## src/rtl/hc4_pkg.sv

```systemverilog
// Shared types and opcode field positions for the instruction decode pipe.
// Field positions are functions of the parameter values, so every user derives them the same way.
package hc4_pkg;

  typedef enum logic [1:0] {
    ST_EMPTY  = 2'd0,
    ST_PREFIX = 2'd1,
    ST_FULL   = 2'd2
  } dec_state_e;

  // Opcode layout, LSB first: reg | ext | alu | ignored.
  function automatic int reg_lsb();
    return 0;
  endfunction

  function automatic int ext_pos(input int reg_sel_w);
    return reg_sel_w;
  endfunction

  function automatic int alu_lsb(input int reg_sel_w);
    return reg_sel_w + 1;
  endfunction

endpackage

```

## src/rtl/instdec_fields.sv

```systemverilog
// Combinational opcode field extraction with active-low one-hot register select.
module instdec_fields
  import hc4_pkg::*;
#(
  parameter int  DATA_W    = 8,
  parameter int  REG_SEL_W = 2,
  parameter int  ALU_SEL_W = 3,
  localparam int NREG      = 2 ** REG_SEL_W
) (
  input  logic [DATA_W-1:0]    op,
  output logic                 ext,
  output logic [ALU_SEL_W-1:0] alu,
  output logic [NREG-1:0]      reg_sel_n
);

  localparam int REG_LSB = reg_lsb();
  localparam int EXT_POS = ext_pos(REG_SEL_W);
  localparam int ALU_LSB = alu_lsb(REG_SEL_W);
  localparam int FIELD_W = REG_SEL_W + 1 + ALU_SEL_W;

  logic [REG_SEL_W-1:0] reg_idx;

  assign reg_idx   = op[REG_LSB +: REG_SEL_W];
  assign ext       = op[EXT_POS];
  assign alu       = op[ALU_LSB +: ALU_SEL_W];
  assign reg_sel_n = ~(NREG'(1) << reg_idx);

  // Opcode bits above the defined fields are reserved and deliberately ignored.
  if (FIELD_W < DATA_W) begin : g_spare
    logic unused_spare_bits;
    assign unused_spare_bits = ^op[DATA_W-1:FIELD_W];
  end

endmodule

```

## src/rtl/instdec_pipe.sv

```systemverilog
// One-stage instruction decoder: single-word instructions, or a prefix word plus an immediate word.
// The output register is held while downstream stalls; flush discards any prefix and any pending output.
module instdec_pipe
  import hc4_pkg::*;
#(
  parameter int  DATA_W    = 8,
  parameter int  REG_SEL_W = 2,
  parameter int  ALU_SEL_W = 3,
  localparam int NREG      = 2 ** REG_SEL_W
) (
  input  logic                 clk,
  input  logic                 reset,
  input  logic [2*DATA_W-1:0]  rom_in,
  input  logic                 rom_valid,
  output logic                 rom_ready,
  input  logic                 flush,
  output logic                 dec_valid,
  input  logic                 dec_ready,
  output logic [ALU_SEL_W-1:0] alu_sel,
  output logic [NREG-1:0]      reg_sel_n,
  output logic [DATA_W-1:0]    data,
  output logic [DATA_W-1:0]    imm_hi,
  output logic                 imm_wide
);

  dec_state_e state, state_d;

  logic [DATA_W-1:0]    w_op, w_data;
  logic                 w_ext;
  logic [ALU_SEL_W-1:0] w_alu;
  logic [NREG-1:0]      w_sel_n;

  // The prefix is kept already decoded, so the immediate word needs no second decoder.
  logic [ALU_SEL_W-1:0] pfx_alu;
  logic [NREG-1:0]      pfx_sel_n;
  logic [DATA_W-1:0]    pfx_data;

  logic [NREG-1:0]      out_sel_n;
  logic                 accept, load_single, load_wide, store_prefix;

  assign w_op   = rom_in[2*DATA_W-1:DATA_W];
  assign w_data = rom_in[DATA_W-1:0];

  instdec_fields #(
    .DATA_W    (DATA_W),
    .REG_SEL_W (REG_SEL_W),
    .ALU_SEL_W (ALU_SEL_W)
  ) u_fields (
    .op        (w_op),
    .ext       (w_ext),
    .alu       (w_alu),
    .reg_sel_n (w_sel_n)
  );

  assign dec_valid = (state == ST_FULL);
  assign rom_ready = !flush && (state != ST_FULL || dec_ready);
  assign accept    = rom_valid && rom_ready;
  assign reg_sel_n = dec_valid ? out_sel_n : '1;

  always_comb begin
    // NOTE: every output of this block gets a default first, so no path can infer a latch.
    state_d      = state;
    load_single  = 1'b0;
    load_wide    = 1'b0;
    store_prefix = 1'b0;
    if (flush) begin
      state_d = ST_EMPTY;
    end else begin
      unique case (state)
        ST_EMPTY, ST_FULL: begin
          if (accept) begin
            if (w_ext) begin
              store_prefix = 1'b1;
              state_d      = ST_PREFIX;
            end else begin
              load_single = 1'b1;
              state_d     = ST_FULL;
            end
          end else if (state == ST_FULL && dec_ready) begin
            state_d = ST_EMPTY;
          end
        end
        // A second ext=1 word is still the immediate word; its opcode byte is ignored.
        ST_PREFIX: begin
          if (accept) begin
            load_wide = 1'b1;
            state_d   = ST_FULL;
          end
        end
        default: state_d = ST_EMPTY;
      endcase
    end
  end

  always_ff @(posedge clk or posedge reset) begin
    if (reset) begin
      // NOTE: sequential state uses non-blocking assignments so every register samples pre-edge values.
      state     <= ST_EMPTY;
      pfx_alu   <= '0;
      pfx_sel_n <= '1;
      pfx_data  <= '0;
      alu_sel   <= '0;
      out_sel_n <= '1;
      data      <= '0;
      imm_hi    <= '0;
      imm_wide  <= 1'b0;
    end else begin
      state <= state_d;

      if (flush) begin
        pfx_alu   <= '0;
        pfx_sel_n <= '1;
        pfx_data  <= '0;
      end else if (store_prefix) begin
        pfx_alu   <= w_alu;
        pfx_sel_n <= w_sel_n;
        pfx_data  <= w_data;
      end

      if (load_single) begin
        alu_sel   <= w_alu;
        out_sel_n <= w_sel_n;
        data      <= w_data;
        imm_hi    <= '0;
        imm_wide  <= 1'b0;
      end else if (load_wide) begin
        alu_sel   <= pfx_alu;
        out_sel_n <= pfx_sel_n;
        data      <= w_data;
        imm_hi    <= pfx_data;
        imm_wide  <= 1'b1;
      end
    end
  end

endmodule

```

## config.mk

```make
export PLATFORM = sky130hd
export DESIGN_NAME = instdec_pipe
export DESIGN_NICKNAME = d
export VERILOG_FILES = /design/src/rtl/hc4_pkg.sv /design/src/rtl/instdec_fields.sv /design/src/rtl/instdec_pipe.sv
export SDC_FILE = /design/constraint.sdc
export NUM_CORES = 1
export LEC_CHECK = 0
export ABC_AREA = 1
export BUFFER_PORTS_ARGS = -buffer_cell sky130_fd_sc_hd__buf_4
export CAP_MARGIN = 10
export CORE_UTILIZATION = 30
export CTS_BUF_LIST = sky130_fd_sc_hd__clkbuf_16
export DETAILED_ROUTE_END_ITERATION = 16
export SLEW_MARGIN = 10
export SYNTH_ARGS = -nofsm -noshare
export SYNTH_HDL_FRONTEND = slang
export SYNTH_SLANG_ARGS = --single-unit
```

## constraint.sdc

```tcl
create_clock -name clk -period 1.7 [get_ports clk]
set_input_delay 0.085 -clock clk [delete_from_list [all_inputs] [get_ports clk]]
set_output_delay 0.085 -clock clk [all_outputs]
set_load 0.01 [all_outputs]
```

==> flow_metrics.env, run 1 <==
export IMPL_outcome="complete, no violations"
export IMPL_tritoncts="yes"
export IMPL_ir_drop_mv=0.4229
export IMPL_drtIter0Drc=66
export IMPL_globalRoute_busiestLayer="met2"
export IMPL_ys_warn_count=0
export IMPL_track_usage=0.1350
export IMPL_num_vias=1434
export IMPL_tns_ns=0
export IMPL_dr_pass1_iters=4
export IMPL_final_cells=330
export IMPL_min_path_cells=3
export IMPL_p_seq_frac=0.435
export IMPL_synth_cell_types=21
export IMPL_insertion_delay_ns=0.28
export IMPL_syn_nets=226
export IMPL_ioPinCount=47
export IMPL_overflow=0
export IMPL_dieArea_sq_mm=0.006606
export IMPL_final_hold_violation_count=0
export IMPL_dieHeight_um=81.28
export IMPL_internal_power_mw=2.045
export IMPL_finalNetCount=275
export IMPL_crit_required_ns=1.62
export IMPL_io_buffers=44
export IMPL_worst_pin_slew_ns=0.5183
export IMPL_ant_nets=0
export IMPL_reg2reg_to="imm_hi[1]$_DFFE_PP0P_"
export IMPL_seqCellArea_sq_mm=0.001036
export IMPL_die_w_um=81.28
export IMPL_synth_seq_area_share=0.5494
export IMPL_drc=0
export IMPL_grt_max_degree=42
export IMPL_routed_via_density=4.345
export IMPL_drt_total_wl_um=3926
export IMPL_path_max_fanout=5
export IMPL_r2r_cells=7
export IMPL_cts_setup_buffers=0
export IMPL_skew_ns=0.003511
export IMPL_placed_area_sq_mm=0.002282
export IMPL_num_rows=28
export IMPL_synthTopCellsByArea="dfrtp_1, nand2_1, dfstp_2"
export IMPL_synth_largest_area_cell="dfrtp_1"
export IMPL_cts_resized_gates=0
export IMPL_min_delay_start="rom_in[13]"
export IMPL_place_hpwl_um=2702
export IMPL_core_area_sq_mm=0.005991
export IMPL_fmax_mhz=691.7
export IMPL_clkPwrFrac=0.387
export IMPL_hold_path_endpoint="pfx_alu[2]$_DFFE_PP0P_"
export IMPL_drive_above_1_share=0.3608
export IMPL_synth_avg_cell_area_sq_um=9.198
export IMPL_met3_usage=0.03708
export IMPL_synth_cells=205
export IMPL_finalInstanceArea_sq_mm=0.002459
export IMPL_wire_per_inst_um=11.90
export IMPL_final_max_slew_violation_count=0
export IMPL_netlist_area_leader_share=0.4380
export IMPL_cts_sinks=41
export IMPL_areaGrowthSynthToFinish_pct=30.39
export IMPL_rr_startpoint="state[1]$_DFFE_PP0P_"
export IMPL_h_tree_depth=2
export IMPL_met1_usage=0.1785
export IMPL_crit_type="reg -> out"
export IMPL_grt_pass1_wl_um=6699
export IMPL_clk_pin_slew_ns=0.06
export IMPL_use_met2=0.2075
export IMPL_relSlewSlack=0.6544
export IMPL_grt_pass1_vias=1420
export IMPL_p_total_mw=2.736
export IMPL_p_sw_frac=0.2526
export IMPL_n_antenna_cell=0
export IMPL_fin_crit_sh=0.8504
export IMPL_cts_root_buf="clkbuf_16"
export IMPL_crit_path_start_kind="flop"
export IMPL_antenna_found_initial=0
export IMPL_gp_congestion=0.7754
export IMPL_rsz0062_at_grt="false"
export IMPL_cap_violations=0
export IMPL_end_kind="output pin"
export IMPL_start_util=0.3147
export IMPL_combPwrFrac=0.178
export IMPL_multiInputGateArea_sq_um=678.2
export IMPL_numCtsBuffers=5
export IMPL_r2r_slack_ns=0.33
export IMPL_p_sw_mw=0.6910
export IMPL_dpl_cell_count=321
export IMPL_cts_path_max_buffers=2
export IMPL_n_fill_cell=613
export IMPL_holdCritPathClass="in -> reg"
export IMPL_ys_seq_elements=41
export IMPL_p_leak_nw=1.246
export IMPL_syn_area_sq_mm=0.001886
export IMPL_setup_viol=0
export IMPL_p_per_area_mw_per_mm2=1113
export IMPL_period_needed_ns=1.446
export IMPL_cp_arrival_ns=1.36
-- cells in the mapped netlist --
cell,count
buf_12,1
buf_2,1
buf_4,2
buf_6,2
dfrtp_1,33
dfstp_2,8
inv_1,26
inv_2,3
nand2_1,71
nand2_2,1
nand2_4,1
nand3_1,18
nand3_2,2
nand3_4,1
nand4_1,1
nand4_4,2
nor2_1,2
nor2_2,2
o21ai_0,10
o21ai_2,14
or2_2,4
-- cells by family after synthesis --
kind of cell | Yosys count | share of synthesized area
AO/OA/AOI/OAI | 24 | 0.09157
buffers and inverters | 35 | 0.09090
flip-flops | 41 | 0.5494
AND/OR/NAND/NOR | 105 | 0.2681
-- stage by stage --
step                        util  worst slack [ns]  hold WS [ns]
after CTS                 0.4104            0.2239       0.01572
after global placement    0.3810            0.3803        0.2607
final                     0.4104            0.2544       0.01771
after floorplan                -            0.5234        0.2018
after detailed placement  0.3810            0.3425        0.2583
after global routing      0.4104            0.1757       0.02069
-- critical path, cell delays in order, from the launching register on --
cell and delay (ns):
dfrtp_1 0.40, inv_2 0.10, nand2_1 0.13, or2_2 0.31, buf_4 0.15
-- power by group through the flow --
stage	Clock (mW)	Sequential, mW	Combinational (mW)
6_report	1.06	1.19	0.487
5_1_grt	1.12	1.21	0.550
4_1_cts	1.08	1.19	0.498
3_5_place_dp	0	1.21	0.494
3_3_place_gp	0	1.20	0.486
2_1_floorplan	0	1.23	0.248
-- final cells by class --
| cell class | instances | area share |
|---|---|---|
| Clock inverter | 3 | 0.01679 |
| Inverter | 29 | 0.04427 |
| Timing Repair Buffer | 48 | 0.1527 |
| Multi-Input combinational cell | 129 | 0.2758 |
| Clock buffer | 5 | 0.05089 |
| Sequential cell | 41 | 0.4214 |
| Tap cell | 75 | 0.03817 |
-- placed cells by master (no fill, tap or decap), types with 3 or more instances in the layout --
| master | count |
|---|---|
| nand2_1 | 71 |
| buf_4 | 46 |
| dfrtp_1 | 33 |
| inv_1 | 26 |
| nand3_1 | 18 |
| o21ai_2 | 14 |
| o21ai_0 | 10 |
| dfstp_2 | 8 |
| clkbuf_16 | 5 |
| or2_2 | 4 |
| inv_2 | 3 |
-- layer usage --
layer	vias to the layer above	part of all wire
li1	733	-
met1	668	0.47
met2	27	0.47
met3	6	0.051
met4	0	0.016
met5	-	0
-- state kept, by name (all words and copies together) (netlist names) --
| register | cells |
|---|---|
| data | 8 |
| imm_wide | 1 |
| pfx_sel_n | 4 |
| pfx_alu | 3 |
| imm_hi | 8 |
| out_sel_n | 4 |
| pfx_data | 8 |
| state | 2 |
| alu_sel | 3 |
-- repair_timing --
| action | in CTS | in global routing |
|---|---|---|
| hold buffers | 1 | 0 |
| setup endpoints to repair | 0 | 0 |
| endpoints found under the hold margin | 33 | 0 |
-- how the worst max path moves through the flow --
stage | start | to | slack [ns]
after floorplan | state[1]$_DFFE_PP0P_ | alu_sel[0]$_DFFE_PP0P_ | 0.52
after global placement | state[1]$_DFFE_PP0P_ | alu_sel[0]$_DFFE_PP0P_ | 0.38
after detailed placement | state[1]$_DFFE_PP0P_ | imm_hi[4]$_DFFE_PP0P_ | 0.34
after CTS | state[0]$_DFFE_PP0P_ | reg_sel_n[0] | 0.22
after global routing | state[0]$_DFFE_PP0P_ | reg_sel_n[0] | 0.18
final | state[0]$_DFFE_PP0P_ | reg_sel_n[0] | 0.25
Note: power is estimated with default switching activity, not from simulation.
==> run 2: changes to the inputs <==
--- a/config.mk
+++ b/config.mk
@@ -8,9 +8,11 @@
 export ABC_AREA = 1
 export BUFFER_PORTS_ARGS = -buffer_cell sky130_fd_sc_hd__buf_4
 export CAP_MARGIN = 10
+export CORE_ASPECT_RATIO = 1.5
 export CORE_UTILIZATION = 30
 export CTS_BUF_LIST = sky130_fd_sc_hd__clkbuf_16
 export DETAILED_ROUTE_END_ITERATION = 16
+export PLACE_DENSITY = 0.58
 export SLEW_MARGIN = 10
 export SYNTH_ARGS = -nofsm -noshare
 export SYNTH_HDL_FRONTEND = slang
==> flow_metrics.env, run 2 (synthesized netlist as in run 1, its figures left out) <==
export IMPL_die_w_um=66.73
export IMPL_final_cell_mix="nand2_1, buf_4, dfrtp_1"
export IMPL_clk_pin_slew_ns=0.06
export IMPL_num_vias=1451
export IMPL_dpl_cell_count=320
export IMPL_final_common_cell="nand2_1"
export IMPL_track_usage=0.1368
export IMPL_n_antenna_cell=0
export IMPL_internal_power_mw=1.888
export IMPL_setup_viol=0
export IMPL_tns_ns=0
export IMPL_dieArea_sq_mm=0.006613
export IMPL_relSlewSlack=0.6510
export IMPL_crit_path_start_kind="flop"
export IMPL_r2r_slack_ns=0.21
export IMPL_finalNetCount=276
export IMPL_h_tree_depth=2
export IMPL_cts_path_max_buffers=2
export IMPL_ir_drop_mv=0.7033
export IMPL_routed_via_density=4.397
export IMPL_rr_startpoint="state[0]$_DFFE_PP0P_"
export IMPL_drc=0
export IMPL_outcome="complete, no violations"
export IMPL_io_buffers=44
export IMPL_wire_per_inst_um=12.69
export IMPL_dieHeight_um=99.10
export IMPL_dr_pass1_iters=2
export IMPL_cts_setup_buffers=0
export IMPL_overflow=0
export IMPL_start_util=0.3098
export IMPL_p_seq_frac=0.462
export IMPL_startpoint="state[0]$_DFFE_PP0P_"
export IMPL_p_sw_frac=0.2665
export IMPL_tritoncts="yes"
export IMPL_place_hpwl_um=2678
export IMPL_combPwrFrac=0.190
export IMPL_cap_violations=0
export IMPL_final_max_slew_violation_count=0
export IMPL_min_path_cells=3
export IMPL_min_delay_start="rom_in[0]"
export IMPL_crit_type="reg -> reg"
export IMPL_drt_total_wl_um=4188
export IMPL_period_needed_ns=1.489
export IMPL_fin_crit_sh=0.8760
export IMPL_antenna_found_initial=0
export IMPL_holdCritPathClass="in -> reg"
export IMPL_grt_pass1_wl_um=6796
export IMPL_crit_required_ns=1.86
export IMPL_grt_max_degree=42
export IMPL_path_max_fanout=16
export IMPL_core_area_sq_mm=0.006087
export IMPL_areaGrowthSynthToFinish_pct=29.33
export IMPL_p_per_area_mw_per_mm2=1056
export IMPL_numCtsBuffers=5
export IMPL_cp_arrival_ns=1.65
export IMPL_clkPwrFrac=0.348
export IMPL_drtIter0Drc=23
export IMPL_num_rows=35
export IMPL_fmax_mhz=671.5
export IMPL_ioPinCount=47
export IMPL_final_cells=330
export IMPL_ant_nets=0
export IMPL_final_hold_violation_count=0
export IMPL_hold_path_endpoint="pfx_data[0]$_DFFE_PP0P_"
export IMPL_worst_pin_slew_ns=0.5235
export IMPL_insertion_delay_ns=0.28
export IMPL_top_regs="data (8), imm_hi (8), pfx_data (8)"
export IMPL_r2r_cells=6
export IMPL_rsz0062_at_grt="false"
export IMPL_p_sw_mw=0.6859
export IMPL_cts_sinks=41
export IMPL_p_leak_nw=1.240
export IMPL_skew_ns=0.005157
export IMPL_drive_above_1_share=0.3633
export IMPL_grt_pass1_vias=1447
export IMPL_end_kind="flop"
export IMPL_gp_congestion=0.7914
export IMPL_cts_root_buf="clkbuf_16"
export IMPL_reg2reg_to="imm_hi[3]$_DFFE_PP0P_"
## run 2: cell count changes in the layout (fill, tap and decap cells not counted)
cell        change
clkinv_2        +2
nand4_4         +1
clkinvlp_4      -1
bufinv_16       -1
buf_12          -1
buf_4           +1
inv_1           +1
clkinv_1        -1
## run 2: through the flow
step,hold WS [ns],power (mW),setup WS [ns],util,area [sq um]
2_1_floorplan,0.2018,1.481,0.5234,-,1886
3_3_place_gp,0.2632,1.685,0.09922,0.3727,2268
3_5_place_dp,0.2583,1.693,0.09494,0.3727,2268
4_1_cts,0.01378,2.611,0.08492,0.3971,2417
5_1_grt,0.01586,2.723,0.09928,0.4006,2439
6_report,0.01901,2.574,0.2108,0.4006,2439
## run 2: worst max path at each step
stage,end,slack (ns),depth (start not counted)
floorplan,alu_sel[0]$_DFFE_PP0P_,0.52,7
global placement,data[4]$_DFFE_PP0P_,0.1,6
detailed placement,data[1]$_DFFE_PP0P_,0.09,6
CTS,data[1]$_DFFE_PP0P_,0.08,6
global route,imm_hi[1]$_DFFE_PP0P_,0.1,6
finish,imm_hi[3]$_DFFE_PP0P_,0.21,6
## run 2: layout make-up
type / instances / area, sq um
clock buffers: 5 / 125.1
clock inverters: 3 / 13.76
fillers: 636 / 3649
inverters: 29 / 108.9
multi-input cells: 130 / 699.4
flip-flops and latches: 41 / 1036
well taps: 74 / 92.59
repair buffers: 48 / 362.8
## run 2: power by group through the flow
| stage | Clock, mW | Combinational, mW | Sequential, mW |
|---|---|---|---|
| finish | 0.895 | 0.489 | 1.19 |
| global route | 0.970 | 0.547 | 1.21 |
| CTS | 0.930 | 0.490 | 1.19 |
| detailed placement | 0 | 0.486 | 1.21 |
| global placement | 0 | 0.479 | 1.21 |
| floorplan | 0 | 0.248 | 1.23 |
## run 2: per-layer routing
layer | wire length (um) | GRT usage | vias up
met5 | 0 | 0 | -
li1 | - | - | 743
met4 | 81 | 0.06383 | 0
met1 | 1741 | 0.1657 | 671
met3 | 147 | 0.02294 | 8
met2 | 2217 | 0.2308 | 29
## run 2: critical path, cell delays in order, from the launching register on
cell	delay [ns]
dfrtp_1	0.40
inv_2	0.10
nand2_1	0.09
nand2_1	0.19
nand4_4	0.36
nand2_1	0.14
o21ai_0	0.09
## run 2: timing repair
item / 4_1_cts / 5_1_grt
endpoints found under the setup margin: 0 / 10
resized for setup: 0 / 1
hold buffers: 1 / 0
endpoints found under the hold margin: 33 / 0
==> run 3: changes to the inputs <==
==> constraint.sdc (replaced) <==
create_clock -name clk -period 1.7 [get_ports clk]
set_input_delay 0.17 -clock clk [delete_from_list [all_inputs] [get_ports clk]]
set_output_delay 0.17 -clock clk [all_outputs]
set_load 0.01 [all_outputs]
==> flow_metrics.env, run 3 (synthesized netlist as in run 1, its figures left out) <==
export IMPL_clk_pin_slew_ns=0.06
export IMPL_ir_drop_mv=0.6287
export IMPL_n_fill_cell=650
export IMPL_final_common_cell="nand2_1"
export IMPL_routed_via_density=4.445
export IMPL_cts_root_buf="clkbuf_16"
export IMPL_grt_max_degree=42
export IMPL_period_needed_ns=1.508
export IMPL_io_buffers=44
export IMPL_cts_sinks=41
export IMPL_r2r_cells=6
export IMPL_gp_congestion=0.8090
export IMPL_dieArea_sq_mm=0.006613
export IMPL_relSlewSlack=0.6535
export IMPL_skew_ns=0.007250
export IMPL_numCtsBuffers=5
export IMPL_final_hold_violation_count=0
export IMPL_num_rows=35
export IMPL_p_per_area_mw_per_mm2=1109
export IMPL_fin_crit_sh=0.8873
export IMPL_cts_setup_buffers=0
export IMPL_dieHeight_um=99.10
export IMPL_areaGrowthSynthToFinish_pct=29.73
export IMPL_grt_pass1_wl_um=6693
export IMPL_fmax_mhz=662.9
export IMPL_drtIter0Drc=77
export IMPL_tns_ns=0
export IMPL_drt_total_wl_um=4063
export IMPL_final_cell_mix="nand2_1, buf_4, dfrtp_1"
export IMPL_path_max_fanout=5
export IMPL_num_vias=1458
export IMPL_place_hpwl_um=2667
export IMPL_start_util=0.3098
export IMPL_drc=2
export IMPL_rsz0062_at_grt="false"
export IMPL_outcome="complete, but fails checks"
export IMPL_final_max_slew_violation_count=0
export IMPL_finalNetCount=274
export IMPL_whs_ns=0.02374
export IMPL_core_area_sq_mm=0.006087
export IMPL_r2r_slack_ns=0.24
export IMPL_wire_per_inst_um=12.39
export IMPL_ant_nets=0
export IMPL_cts_path_max_buffers=2
export IMPL_drive_above_1_share=0.3622
export IMPL_worst_pin_slew_ns=0.5197
export IMPL_p_total_mw=2.712
export IMPL_die_w_um=66.73
export IMPL_holdCritPathClass="in -> async"
export IMPL_dr_pass1_iters=10
export IMPL_insertion_delay_ns=0.28
export IMPL_track_usage=0.1321
export IMPL_n_antenna_cell=0
export IMPL_crit_required_ns=1.53
export IMPL_p_leak_nw=1.241
export IMPL_cap_violations=0
export IMPL_antenna_found_initial=0
export IMPL_overflow=0
export IMPL_crit_path_start_kind="flop"
export IMPL_cp_arrival_ns=1.34
export IMPL_grt_pass1_vias=1463
export IMPL_failed_checks="design-rule violations"
export IMPL_crit_type="reg -> out"
export IMPL_top_regs="data (8), imm_hi (8), pfx_data (8)"
export IMPL_end_kind="output pin"
export IMPL_ioPinCount=47
export IMPL_tritoncts="yes"
export IMPL_setup_viol=0
export IMPL_h_tree_depth=2
run 3: metrics by stage:
stage          cell area (sq um)  cells    util  setup WS (ns)
2_1_floorplan               1886    205       -         0.5234
3_3_place_gp                2261    319  0.3714        0.09841
3_5_place_dp                2261    319  0.3714        0.08572
4_1_cts                     2425    327  0.3984        0.07249
5_1_grt                     2446    328  0.4019        0.05423
6_report                    2446    328  0.4019         0.1915
run 3: critical path, stage by stage, from the launching register on:
cell and delay [ns]:
dfrtp_1 0.40, inv_2 0.10, nand2_1 0.12, or2_2 0.29
buf_4 0.14
run 3: repair_timing:
item                                    CTS  global route
gates resized for setup                   0             1
endpoints found under the setup margin    0            21
hold buffers                              0             0
run 3: per-layer routing:
metal	vias up	global-route usage	wire length, um
li1	740	-	-
met1	688	0.1576	1665
met2	28	0.2246	2217
met3	2	0.02982	153
met4	0	0.05237	27
met5	-	0	0
run 3: layout make-up:
cell class	count	area, sq um	area share
Clock buffer	5	125.1	0.05115
Clock inverter	3	38.79	0.01586
Inverter	29	108.9	0.04450
Multi-Input combinational cell	130	699.4	0.2859
Sequential cell	41	1036	0.4235
Tap cell	74	92.59	0.03785
Timing Repair Buffer	46	345.3	0.1412
run 3: final timing paths:
kind / start / end
max in group asynchronous: reset / out_sel_n[3]$_DFFE_PP1P_
max reg2reg: state[1]$_DFFE_PP0P_ / alu_sel[1]$_DFFE_PP0P_
min reg2reg: pfx_sel_n[2]$_DFFE_PP1P_ / pfx_sel_n[2]$_DFFE_PP1P_
min: reset / pfx_data[4]$_DFFE_PP0P_
max: state[0]$_DFFE_PP0P_ / reg_sel_n[1]
min in group clk: rom_in[3] / pfx_data[3]$_DFFE_PP0P_
run 3: power by group:
part / switching, mW / internal [mW]
Sequential: 0.0644 / 1.13
Clock: 0.354 / 0.684
Combinational: 0.257 / 0.226
Total: 0.676 / 2.04
